### src/rtl/instr_sequencer.sv
// Fetch/execute controller for the 2-bit instruction ROM: runs INC / JNO / HLT
// against an internal accumulator from address 0 until HLT, then reports completion.
module instr_sequencer #(
    parameter int ACC_W = 4,
    parameter int CNT_W = 8
) (
    input  logic             clk,
    input  logic             rst_n,
    input  logic             start,
    input  logic             instr_msb,
    input  logic             instr_lsb,
    output logic             sel1,
    output logic             sel2,
    output logic [ACC_W-1:0] acc,
    output logic             ovf,
    output logic             busy,
    output logic             halted,
    output logic [CNT_W-1:0] instr_count
);

    typedef enum logic [1:0] {
        S_IDLE,
        S_FETCH,
        S_EXEC,
        S_HALT
    } state_e;

    typedef enum logic [1:0] {
        OP_INC = 2'b00,
        OP_JNO = 2'b01,
        OP_HLT = 2'b10,
        OP_NOP = 2'b11
    } opcode_e;

    state_e           state_q, state_d;
    opcode_e          ir_q, ir_d;
    logic [1:0]       pc_q, pc_d;
    logic [ACC_W-1:0] acc_q, acc_d;
    logic             ovf_q, ovf_d;
    logic [CNT_W-1:0] cnt_q, cnt_d;
    logic [ACC_W:0]   acc_inc;
    logic [CNT_W-1:0] cnt_sat;

    assign acc_inc = {1'b0, acc_q} + {{ACC_W{1'b0}}, 1'b1};
    assign cnt_sat = (cnt_q == {CNT_W{1'b1}}) ? cnt_q : cnt_q + {{(CNT_W-1){1'b0}}, 1'b1};

    always_comb begin
        state_d = state_q;
        ir_d    = ir_q;
        pc_d    = pc_q;
        acc_d   = acc_q;
        ovf_d   = ovf_q;
        cnt_d   = cnt_q;

        case (state_q)
            // IDLE and HALT share the launch path; a restart from HALT is a full restart.
            S_IDLE, S_HALT: begin
                if (start) begin
                    state_d = S_FETCH;
                    pc_d    = 2'd0;
                    acc_d   = '0;
                    ovf_d   = 1'b0;
                    cnt_d   = '0;
                end
            end
            S_FETCH: begin
                ir_d    = opcode_e'({instr_msb, instr_lsb});
                state_d = S_EXEC;
            end
            S_EXEC: begin
                cnt_d   = cnt_sat;
                state_d = S_FETCH;
                case (ir_q)
                    OP_INC: begin
                        acc_d = acc_inc[ACC_W-1:0];
                        ovf_d = acc_inc[ACC_W];
                        pc_d  = pc_q + 2'd1;
                    end
                    OP_JNO: begin
                        pc_d = ovf_q ? pc_q + 2'd1 : 2'd0;
                    end
                    OP_HLT: begin
                        state_d = S_HALT;
                    end
                    default: begin
                        pc_d = pc_q + 2'd1;
                    end
                endcase
            end
            default: begin
                state_d = S_IDLE;
            end
        endcase
    end

    always_ff @(posedge clk or negedge rst_n) begin
        if (!rst_n) begin
            state_q <= S_IDLE;
            ir_q    <= OP_INC;
            pc_q    <= 2'd0;
            acc_q   <= '0;
            ovf_q   <= 1'b0;
            cnt_q   <= '0;
        end else begin
            state_q <= state_d;
            ir_q    <= ir_d;
            pc_q    <= pc_d;
            acc_q   <= acc_d;
            ovf_q   <= ovf_d;
            cnt_q   <= cnt_d;
        end
    end

    assign sel1        = pc_q[0];
    assign sel2        = pc_q[1];
    assign acc         = acc_q;
    assign ovf         = ovf_q;
    assign instr_count = cnt_q;
    assign busy        = (state_q == S_FETCH) || (state_q == S_EXEC);
    assign halted      = (state_q == S_HALT);

endmodule

### config.mk
export PLATFORM = sky130hd
export DESIGN_NAME = instr_sequencer
export DESIGN_NICKNAME = d
export VERILOG_FILES = /design/src/rtl/instr_sequencer.sv
export SDC_FILE = /design/constraint.sdc
export NUM_CORES = 1
export LEC_CHECK = 0
export BUFFER_PORTS_ARGS = -buffer_cell sky130_fd_sc_hd__buf_2
export CAP_MARGIN = 25
export CELL_PAD_IN_SITES_DETAIL_PLACEMENT = 2
export CELL_PAD_IN_SITES_GLOBAL_PLACEMENT = 2
export CORE_MARGIN = 8
export CORE_UTILIZATION = 36
export CTS_BUF_LIST = sky130_fd_sc_hd__clkbuf_2
export DETAILED_ROUTE_END_ITERATION = 8
export PLACE_DENSITY_LB_ADDON = 0.1
export SYNTH_ARGS = -nofsm -noshare
export SYNTH_HDL_FRONTEND = slang
export SYNTH_SLANG_ARGS = --single-unit
### constraint.sdc
create_clock -name clk -period 2.58 [get_ports clk]
set_input_delay 0.387 -clock clk [delete_from_list [all_inputs] [get_ports clk]]
set_output_delay 0.387 -clock clk [all_outputs]
set_load 0.02 [all_outputs]
; ---- Yosys cells after proc, flatten, opt, wreduce, memory -nomap -nowiden
; Cells that the tools add are included.
[totals]
wordCells = 43
register_bits = 19
output_inout_bits = 17
input_bits = 5
[classes]
n_reduce_logical = 8
muxes = 16
n_eq_ne = 10
add_sub_neg = 3
[ops]
columns = op, n
row1 = $mux 8, 2
row2 = $pmux 8 s2, 1
row3 = $reduce_and 3->1, 3
row4 = $add 8x1->8 const B, 1
row5 = $eq 8x8->1 const B, 1
row6 = $mux 2, 4
row7 = $mux 4, 2
row8 = $pmux 2 s2, 2
row9 = $pmux 4 s2, 1
row10 = $eq 2x2->1 const B, 3
row11 = $ne 2x2->1 const B, 3
row12 = $pmux 2 s3, 1
row13 = $add 4x1->5 const B, 1
row14 = $eq 2x1->1 const B, 2
row15 = $logic_not 2->1, 2
row16 = $add 2x1->2 const B, 1
row17 = $mux 1, 2
row18 = $ne 2x1->1 const B, 1
row19 = $pmux 1 s2, 1
row20 = $reduce_bool 2->1, 1
row21 = $reduce_or 2->1, 1
row22 = $logic_or 1x1->1, 1

; ---- Logic depth before layout (Yosys ltp)
; Gate-level depths: netlist of run 1.
[depth]
word_depth = 4
depth_mapped = 7
depth_no_buf = 6

; ---- Worst setup path after synthesis of run 1
; OpenSTA, ideal clock, no wires.
[synth_path]
path_kind = register to register
startpoint = register state_q[0]
endpoint = register cnt_q[0], in the netlist instr_count[0]
arrival_ns = 1.569
setup_time_ns = 0.121
slack_ns = 0.890
stages_incl_launch_ff = 7
t_required_ns = 2.459
period_less_slack_ns = 1.690
path_buffers = 0
cell_sequence = dfrtp_1 inv_1 ha_1 mux2i_1 nor2_1 mux2_2 a22o_1
[synth_via]
elab_chain_len = 4
elab_cells_between_ends = 9
classes_between = eq/ne: 4 / mux: 1 / reduce/logical: 4
[synth_lines]
columns = element, line
row1 = start: declaration, 35  ; state_e state_q, state_d;
row2 = start signal: assignment, 105  ; state_q <= state_d;
row3 = $eq 2x2->1 / $logic_not 2->1 (equally long branches), 55  ; case (state_q)
row4 = $reduce_or 2->1, 55
row5 = $ne 2x2->1 (no source line) / $reduce_bool 2->1 (equally long branches), n/a
row6 = $reduce_and 3->1 (no source line), n/a
row7 = end signal: assignment, 110  ; cnt_q <= cnt_d;
row8 = end: declaration, 40  ; logic [CNT_W-1:0] cnt_q, cnt_d;
; Parallel ways exist; a longest one is shown, timed or not.
; A chain may end at the register's enable or synchronous reset.

; ---- Final worst setup path of run 1
[layout_path]
startpoint = register state_q[0]
endpoint = register cnt_q[5], in the netlist instr_count[5]
; Same word-level chain as after synthesis.

==> results.toml, run 1 <==
[sta]
max_slew.worst_pin.slew_ns = 0.5239
finalSetupViolations = 0
setup-tns-final_ns = 0
slew-limit-headroom_pct = 64.70
fmaxAchievable_ghz = 0.5242
rsz0062_at_grt = "false"
clock_skew_ns = 0.007384
whs_ns = 0.2801
fin_crit_sh_pct = 73.94
slew_violations = 0
fin_crit_ns = 1.908
hold_viol_final = 0

[synthesis]
synth_cell_types = 25
netlist_top_cells_area = "dfrtp_1 (45%), o21ai_0 (6.2%), ha_1 (6.0%)"
synth_warnings = 0
synth-edff-count = 0
syn_nets = 127
synth_flop_cell = "dfrtp_1"
yosysSeqAreaShare_pct = 45.45
async_reset_ff_share_pct = 100.0
yosysTopAreaCell = "dfrtp_1"
syn_inst = 117
synth_top_area_share_pct = 45.45
synth-seq-cells = 19
post_synth.cell_area_avg_um2 = 8.940
syn_area_um2 = 1046

[cts]
clk_latency_ns = 0.31
cts_buffer_depth = 2
clock-sinks = 19
numCtsBuffers = 3
cts-root-buf = "clkbuf_2"
htree_levels = 1
clk_pin_slew_worst_paths_ns = 0.19
cts_tree = "yes"
postCtsSetupBuffers = 0

[place]
gp_congestion = 0.7178
place_hpwl_mm = 2.233
placed_cells = 168
portBuffers = 21
place_area_um2 = 1185

[grt]
gr-total-overflow = 0
track_usage_pct = 12.64
met2_usage_pct = 23.35
grt_pass1_wl_mm = 5.237
antenna_found_initial = 0
top_usage_layer = "met2"
grtUsageMet3_pct = 3.107
grt_pass1_vias = 1083
grt_use_met1_pct = 14.15
grt_max_degree = 20

[worst_setup_path]
critical_path_class = "flip-flop to flip-flop"
required_ns = 2.84
rr_startpoint = "state_q[0]"
r2r_cells = 6
cpPeakStageDelay_ns = 0.46
timing.rr.end = "instr_count[5]"
worst_ep_arrival_time_ns = 2.17
crit_buf_inv = 1
rrSetupSlack_ns = 0.67
crit_chain = "inv_1 -> ha_1 -> mux2_4 -> nand2_1 -> or4_1 -> nand3_1"
crit_slowest_cell = "or4_1"
crit_path_start_kind = "flip-flop"
worst-path-max-fanout = 12
cp-end-kind = "flip-flop"
crit_family = "simple AND/OR/NAND/NOR gates"

[floorplanning]
start_util_pct = 37.93
die_w_um = 69.91
rows = 19
io_pins = 22
die_h_um = 69.91
dieArea_um2 = 4887
core-area_um2 = 2758

[layout]
area.growth.synth_to_final_pct = 16.15
num_antenna_cells = 0
fin_nets = 153
fin_cells = 173
final-seq-area_um2 = 475.5
nFillCells = 324
multi_input_area_um2 = 524.3
finalInstanceArea_um2 = 1215
drive_gt1_share_pct = 20.42

[routing]
ant_nets = 0
drtPass1Iterations = 4
via_count = 971
drt-total-wl_mm = 3.031
viasPerCell = 5.613
post-route-drc-count = 0
drt_iter0_drc = 29
route.detailed.wl_per_inst_um = 17.52

[min_path]
hold_class = "input pin to flip-flop"
hold_end = "ir_q[1]"
hold_start = "instr_msb"
hold_depth = 3

[job]
drv_cap = 0

[power]
combinationalPowerShare_pct = 49.5
pwr-share-clk_pct = 12.5
p_int_uw = 585.9
peakVddDrop_mv = 0.5624
seq_power_share_pct = 38.0
p_leak_uw = 0.0006235
power.density_nw_per_um2 = 905.7
swShare_pct = 46.75
power.switching_uw = 514.4

[status]
status = "finished clean"
[worst max-delay path by stage]
| stage | slack (ns) | depth (start not counted) | end | start |
|---|---|---|---|---|
| after global routing | 0.57 | 6 | instr_count[5] | state_q[0] |
| after floorplan | 0.89 | 6 | instr_count[0] | state_q[0] |
| after CTS | 0.68 | 6 | instr_count[5] | state_q[0] |
| final | 0.67 | 6 | instr_count[5] | state_q[0] |
| after detailed placement | 0.71 | 7 | instr_count[0] | state_q[0] |
| after global placement | 0.80 | 7 | instr_count[0] | state_q[0] |
[sequential cells by signal, indices dropped and copies added (netlist names)]
| name | count |
|---|---|
| state_q | 2 |
| instr_count | 8 |
| pc_q | 2 |
| acc | 4 |
| ir_q | 2 |
| ovf | 1 |
[synth_stat cells (2+ instances only)]
cell type  count
a31oi_1        2
nand3_1        7
xor2_1         2
inv_1          7
dfrtp_1       19
nand4_1        4
nand2_1       16
nor2_1        13
and3_1         4
a22o_1         2
a21oi_1        6
ha_1           5
mux2i_1        4
o21ai_0       13
o211ai_1       3
[kinds of logic after synthesis]
kind of cell | after synthesis | share of synthesized area, %
flip-flops | 19 | 45.45
XOR/XNOR | 2 | 1.675
AO/OA/AOI/OAI | 28 | 15.55
multiplexers | 6 | 6.339
buffers and inverters | 10 | 4.425
AND/OR/NAND/NOR | 47 | 20.57
adder cells (fa/ha/maj) | 5 | 5.981
[power groups by stage]
stage | Combinational, uW | Sequential [uW] | Clock (uW)
3_3_place_gp | 519 | 414 | 0
3_5_place_dp | 547 | 421 | 0
2_1_floorplan | 370 | 430 | 0
4_1_cts | 560 | 419 | 144
5_1_grt | 611 | 426 | 155
6_report | 544 | 418 | 138
[through the flow]
step / util [%] / setup slack (ns) / power (uW)
6_report: 44.06 / 0.6724 / 1100
5_1_grt: 44.06 / 0.5696 / 1191
4_1_cts: 44.06 / 0.6762 / 1124
3_5_place_dp: 42.97 / 0.7103 / 967.6
3_3_place_gp: 42.97 / 0.7973 / 933.1
2_1_floorplan: - / 0.8905 / 799.9
[metal layers]
metal	wire length (um)	part of all wire (%)	vias to the layer above
li1	-	-	458
met1	1313	43	496
met2	1604	53	15
met3	106	3.5	2
met4	6	0.20	0
met5	0	0	-
[repair_timing]
action	in CTS	in global routing
hold endpoints to repair	17	0
hold buffers	1	0
resized for setup	0	0
[layout by cell type (no fill, tap or decap)]
master         count
nand2b_1           1
nor2_1            13
o21ai_0           13
ha_1               5
and3_1             4
mux2_4             1
a22o_1             2
o211ai_1           3
nand4_1            4
mux2_2             1
dlygate4sd3_1      1
a21oi_1            6
or2b_1             1
nand2_1           16
inv_1              7
nand3_1            7
clkbuf_2           4
mux2i_1            4
buf_4              2
xor2_1             2
o22ai_1            1
or4_1              1
a2bb2oi_1          1
dfrtp_1           19
a31oi_1            2
buf_2             21
[worst register-to-register path, stage by stage, from the launching register on]
cell and delay, ns:
dfrtp_1 0.45, inv_1 0.08, ha_1 0.39, mux2_4 0.31, nand2_1 0.07, or4_1 0.46, nand3_1 0.09
[final cells by class]
| type | count | share of cell area [%] |
|---|---|---|
| sequential | 19 | 39.13 |
| clock buffer | 4 | 1.648 |
| timing repair buffer | 24 | 10.71 |
| tap | 31 | 3.193 |
| inverter | 7 | 2.163 |
| multi-input combinational | 88 | 43.15 |
Power figures use the tool's default switching activity.
==> run 2, diff against run 1 <==
--- a/config.mk
+++ b/config.mk
@@ -10,7 +10,7 @@
 export CELL_PAD_IN_SITES_DETAIL_PLACEMENT = 2
 export CELL_PAD_IN_SITES_GLOBAL_PLACEMENT = 2
 export CORE_MARGIN = 8
-export CORE_UTILIZATION = 36
+export CORE_UTILIZATION = 33
 export CTS_BUF_LIST = sky130_fd_sc_hd__clkbuf_2
 export DETAILED_ROUTE_END_ITERATION = 8
 export PLACE_DENSITY_LB_ADDON = 0.1
==> constraint.sdc (replaced) <==
create_clock -name clk -period 1.8 [get_ports clk]
set_input_delay 0.27 -clock clk [delete_from_list [all_inputs] [get_ports clk]]
set_output_delay 0.27 -clock clk [all_outputs]
set_load 0.02 [all_outputs]
==> run 2 against run 1 <==
Non-clock buffer count is 7 higher. Cell area up 6.7%. Sequential power rose by 39%. Power increased by 56%. Cell count is 12% higher. Global-route usage rose by 0.25 points. Wire length up 1.6%. Die area rose by 7.0%. Largest power group unchanged. Critical endpoint is now acc[2].
==> results.toml, run 2 (same netlist as run 1, synthesis figures left out) <==
[place]
placed_cells = 187
place_area_um2 = 1246
portBuffers = 21
gp_congestion = 0.7470
place_hpwl_mm = 2.346

[routing]
drt-total-wl_mm = 3.080
post-route-drc-count = 0
via_count = 969
drtPass1Iterations = 4
viasPerCell = 5.021
drt_iter0_drc = 40
ant_nets = 0
route.detailed.wl_per_inst_um = 15.96

[grt]
antenna_found_initial = 0
gr-total-overflow = 0
track_usage_pct = 12.89
grt_pass1_wl_mm = 5.319
grt_max_degree = 20
grt_pass1_vias = 1104

[layout]
area.growth.synth_to_final_pct = 23.92
finalInstanceArea_um2 = 1296
fin_cells = 193
fin_nets = 160
utilization_pct = 42.81
drive_gt1_share_pct = 24.83
final_cell_mix = "buf_2 (21), dfrtp_1 (19), nand2_1 (16)"
layout_commonest_cell = "buf_2"
num_antenna_cells = 0
largest_reg_flops = 8

[worst_setup_path]
worst_ep_arrival_time_ns = 1.98
critical_path_class = "flip-flop to flip-flop"
crit_path_start_kind = "flip-flop"
cp-end-kind = "flip-flop"
worst-path-max-fanout = 9
rrSetupSlack_ns = 0.07
required_ns = 2.05

[sta]
slew_violations = 0
fmaxAchievable_ghz = 0.5777
hold_viol_final = 0
max_slew.worst_pin.slew_ns = 0.4820
rsz0062_at_grt = "false"
setup-tns-final_ns = 0
finalSetupViolations = 0
fin_crit_ns = 1.731
fin_crit_sh_pct = 96.17
slew-limit-headroom_pct = 67.53
whs_ns = 0.1312
clock_skew_ns = 0.004291

[floorplanning]
die_h_um = 72.30
die_w_um = 72.30
io_pins = 22
core-area_um2 = 3028
start_util_pct = 34.55
dieArea_um2 = 5227
rows = 20

[cts]
clk_pin_slew_worst_paths_ns = 0.20
cts_buffer_depth = 2
cts_tree = "yes"
htree_levels = 1
clk_latency_ns = 0.33
clock-sinks = 19
cts-root-buf = "clkbuf_2"
numCtsBuffers = 3

[job]
drv_cap = 0

[power]
peakVddDrop_mv = 0.8189
p_leak_uw = 0.0006579
power.density_nw_per_um2 = 1326

[status]
status = "finished clean"

[min_path]
hold_class = "input pin to flip-flop"
-- run 2: cell count changes in the layout (fill, tap and decap cells not counted), sizes merged --
cell	previous run	this run
buf	23	30
clkbuf	4	3
clkinv	0	1
-- run 2: worst max-delay path: stages, from the launching register on --
cell and delay, ns:
dfrtp_1 0.47, ha_4 0.32, mux2_4 0.31, buf_4 0.18, nand3_1 0.10, xor2_1 0.19, nor2_1 0.06
-- run 2: timing repair --
| item | 4_1_cts | 5_1_grt |
|---|---|---|
| buffers inserted | 0 | 1 |
| hold buffers | 1 | 0 |
| setup endpoints to repair | 1 | 4 |
| gates resized for setup | 1 | 1 |
| hold endpoints to repair | 19 | 0 |
| pin swaps | 0 | 0 |
-- run 2: through the flow --
step	setup slack [ns]	total power (uW)
after floorplan	0.1105	1147
after global placement	0.1175	1434
after detailed placement	0.02963	1478
after CTS	0.01126	1700
after global routing	0.006228	1863
final	0.06903	1719
-- run 2: path summary, 6_finish.rpt --
kind,from,endpoint,cells after the start
worst min register to register,ovf,ovf,2
worst max-delay path,state_q[1],acc[2],6
worst max register to register,state_q[1],acc[2],6
worst min-delay path,instr_msb,ir_q[1],3
min in group asynchronous,rst_n,instr_count[2],2
max in group asynchronous,rst_n,instr_count[6],2
-- run 2: area by class of cell --
type / instances / area (um^2)
fillers: 350 / 1732
multi-input cells: 88 / 536.8
flip-flops and latches: 19 / 475.5
repair buffers: 31 / 182.7
well taps: 44 / 55.05
inverters: 7 / 26.28
clock buffers: 3 / 15.01
clock inverters: 1 / 5.005
-- run 2: report_power, final --
group	internal (uW)	switching, uW
clock	50.4	149
combinational	385	551
sequential	502	80.7
total	938	781
-- run 2: routing by layer --
| layer | track usage, % | up-vias | wire [um] |
|---|---|---|---|
| li1 | - | 474 | - |
| met1 | 14.33 | 472 | 1314 |
| met2 | 22.27 | 18 | 1549 |
| met3 | 3.306 | 5 | 164 |
| met4 | 6.122 | 0 | 51 |
| met5 | 0 | - | 0 |
==> run 3, diff against run 2 <==
--- a/config.mk
+++ b/config.mk
@@ -14,6 +14,7 @@
 export CTS_BUF_LIST = sky130_fd_sc_hd__clkbuf_2
 export DETAILED_ROUTE_END_ITERATION = 8
 export PLACE_DENSITY_LB_ADDON = 0.1
+export SETUP_SLACK_MARGIN = 0.4
 export SYNTH_ARGS = -nofsm -noshare
 export SYNTH_HDL_FRONTEND = slang
 export SYNTH_SLANG_ARGS = --single-unit
==> run 3 against run 2 <==
Power up 24%. Global-route usage rose by 1.4 points. Non-clock buffer count increased by 6. Count of clock-buffer cells in the layout stayed put. Maximum frequency is 5.8% higher. Critical endpoint is now instr_count[0].
==> results.toml, run 3 (same netlist as run 1, synthesis figures left out) <==
[sta]
setup-tns-final_ns = 0
slew_violations = 0
clock_skew_ns = 0.002814
fin_crit_sh_pct = 90.91
fin_crit_ns = 1.636
whs_ns = 0.1203
slew-limit-headroom_pct = 66.36
hold_viol_final = 0
finalSetupViolations = 0
max_slew.worst_pin.slew_ns = 0.5012
rsz0062_at_grt = "true"
fmaxAchievable_ghz = 0.6111

[worst_setup_path]
crit_buf_inv = 1
crit_family = "multiplexers"
worst_setup_path_startpoint = "state_q[0]"
r2r_cells = 6
crit_slowest_cell = "dfrtp_1"
timing.rr.end = "instr_count[0]"
cp-end-kind = "flip-flop"
cp.depth = 6
critical_path_class = "flip-flop to flip-flop"
crit_end = "instr_count[0]"
rrSetupSlack_ns = 0.16
worst_ep_arrival_time_ns = 1.90
rr_startpoint = "state_q[0]"
required_ns = 2.07
crit_path_start_kind = "flip-flop"
worst-path-max-fanout = 4
crit_chain = "inv_2 -> ha_4 -> mux2i_4 -> nor2_2 -> mux2_2 -> a22o_1"
cpPeakStageDelay_ns = 0.42

[floorplanning]
core-area_um2 = 3028
die_w_um = 72.30
start_util_pct = 34.55
dieArea_um2 = 5227
die_h_um = 72.30
io_pins = 22
rows = 20

[grt]
gr-total-overflow = 0
grt_use_met1_pct = 16.90
antenna_found_initial = 0
grt_pass1_wl_mm = 5.809
met2_usage_pct = 23.47
grtUsageMet3_pct = 3.857
grt_pass1_vias = 1151
top_usage_layer = "met2"
track_usage_pct = 14.28
grt_max_degree = 20

[cts]
clk_pin_slew_worst_paths_ns = 0.20
numCtsBuffers = 3
cts-root-buf = "clkbuf_2"
htree_levels = 1
cts_tree = "yes"
cts_buffer_depth = 2
clk_latency_ns = 0.35
clock-sinks = 19

[power]
power.density_nw_per_um2 = 1468
pwr-share-clk_pct = 9.6
p_int_uw = 1186
power.switching_uw = 938.5
combinationalPowerShare_pct = 62.3
p_total_uw = 2124
swShare_pct = 44.18
peakVddDrop_mv = 0.9309
p_leak_uw = 0.0006811
seq_power_share_pct = 28.1

[routing]
post-route-drc-count = 0
via_count = 1043
viasPerCell = 5.241
ant_nets = 0
drt-total-wl_mm = 3.591
drtPass1Iterations = 4
drt_iter0_drc = 33
route.detailed.wl_per_inst_um = 18.05

[place]
gp_congestion = 0.7421
portBuffers = 21
place_hpwl_mm = 2.284

[status]
status = "finished clean"

[layout]
layout_commonest_cell = "buf_2"
area.growth.synth_to_final_pct = 38.40
drive_gt1_share_pct = 40.00
final_cell_mix = "buf_2 (18), nand2_1 (15), dfrtp_1 (15)"
num_antenna_cells = 0
largest_reg_flops = 8
fin_nets = 166
nFillCells = 334

[job]
drv_cap = 0

[min_path]
hold_class = "input pin to flip-flop"
-- run 3: power groups by stage --
stage | combinational, uW | sequential (uW) | clock (uW)
floorplan | 623 | 626 | 0
global placement | 867 | 604 | 0
detailed placement | 905 | 610 | 0
CTS | 1210 | 589 | 215
global route | 1440 | 611 | 227
finish | 1320 | 597 | 204
-- run 3: per-stage QoR --
| stage | instance area [um^2] | std cells | util, % | worst slack, ns |
|---|---|---|---|---|
| 2_1_floorplan | 1096 | 117 | - | 0.2391 |
| 3_3_place_gp | 1266 | 183 | 41.82 | 0.2030 |
| 3_5_place_dp | 1266 | 183 | 41.82 | 0.1039 |
| 4_1_cts | 1403 | 197 | 46.32 | 0.1927 |
| 5_1_grt | 1448 | 199 | 47.81 | 0.09511 |
| 6_report | 1448 | 199 | 47.81 | 0.1636 |
-- run 3: repair_timing --
item	in CTS	in global routing
hold buffers	1	0
gates resized for setup	15	9
endpoints found under the setup margin	17	20
buffers inserted	9	2
endpoints found under the hold margin	19	0
pin swaps	5	6
-- run 3: worst min path at each step --
stage	slack (ns)	startpoint	depth (start not counted)	to
after global placement	0.25	rst_n	1	instr_count[2]
after global routing	0.15	instr_lsb	3	ir_q[0]
after CTS	0.11	instr_lsb	3	ir_q[0]
after floorplan	-0.03	rst_n	0	acc[0]
final	0.12	instr_lsb	3	ir_q[0]
after detailed placement	0.25	rst_n	1	instr_count[2]
-- run 3: worst register-to-register path: cells and delay by family, from the launching register on --
kind,cells,cell delay [ns]
compound gates,1,0.19
buf+inv,1,0.06
fa+ha+maj,1,0.31
mux,2,0.51
simple gates,1,0.06
flops,1,0.42
-- run 3: area by class of cell --
class,instances,area (um^2),area share (%)
inverter,7,26.28,1.815
sequential,19,480.5,33.19
clock inverter,1,5.005,0.3457
multi-input combinational,88,604.3,41.75
clock buffer,3,15.01,1.037
timing repair buffer,37,261.5,18.06
tap,44,55.05,3.803
-- run 3: metal layers --
layer | wire [um] | share of wire, %
met1 | 1526 | 42
met5 | 0 | 0
met4 | 61 | 1.7
met3 | 159 | 4.4
met2 | 1843 | 51
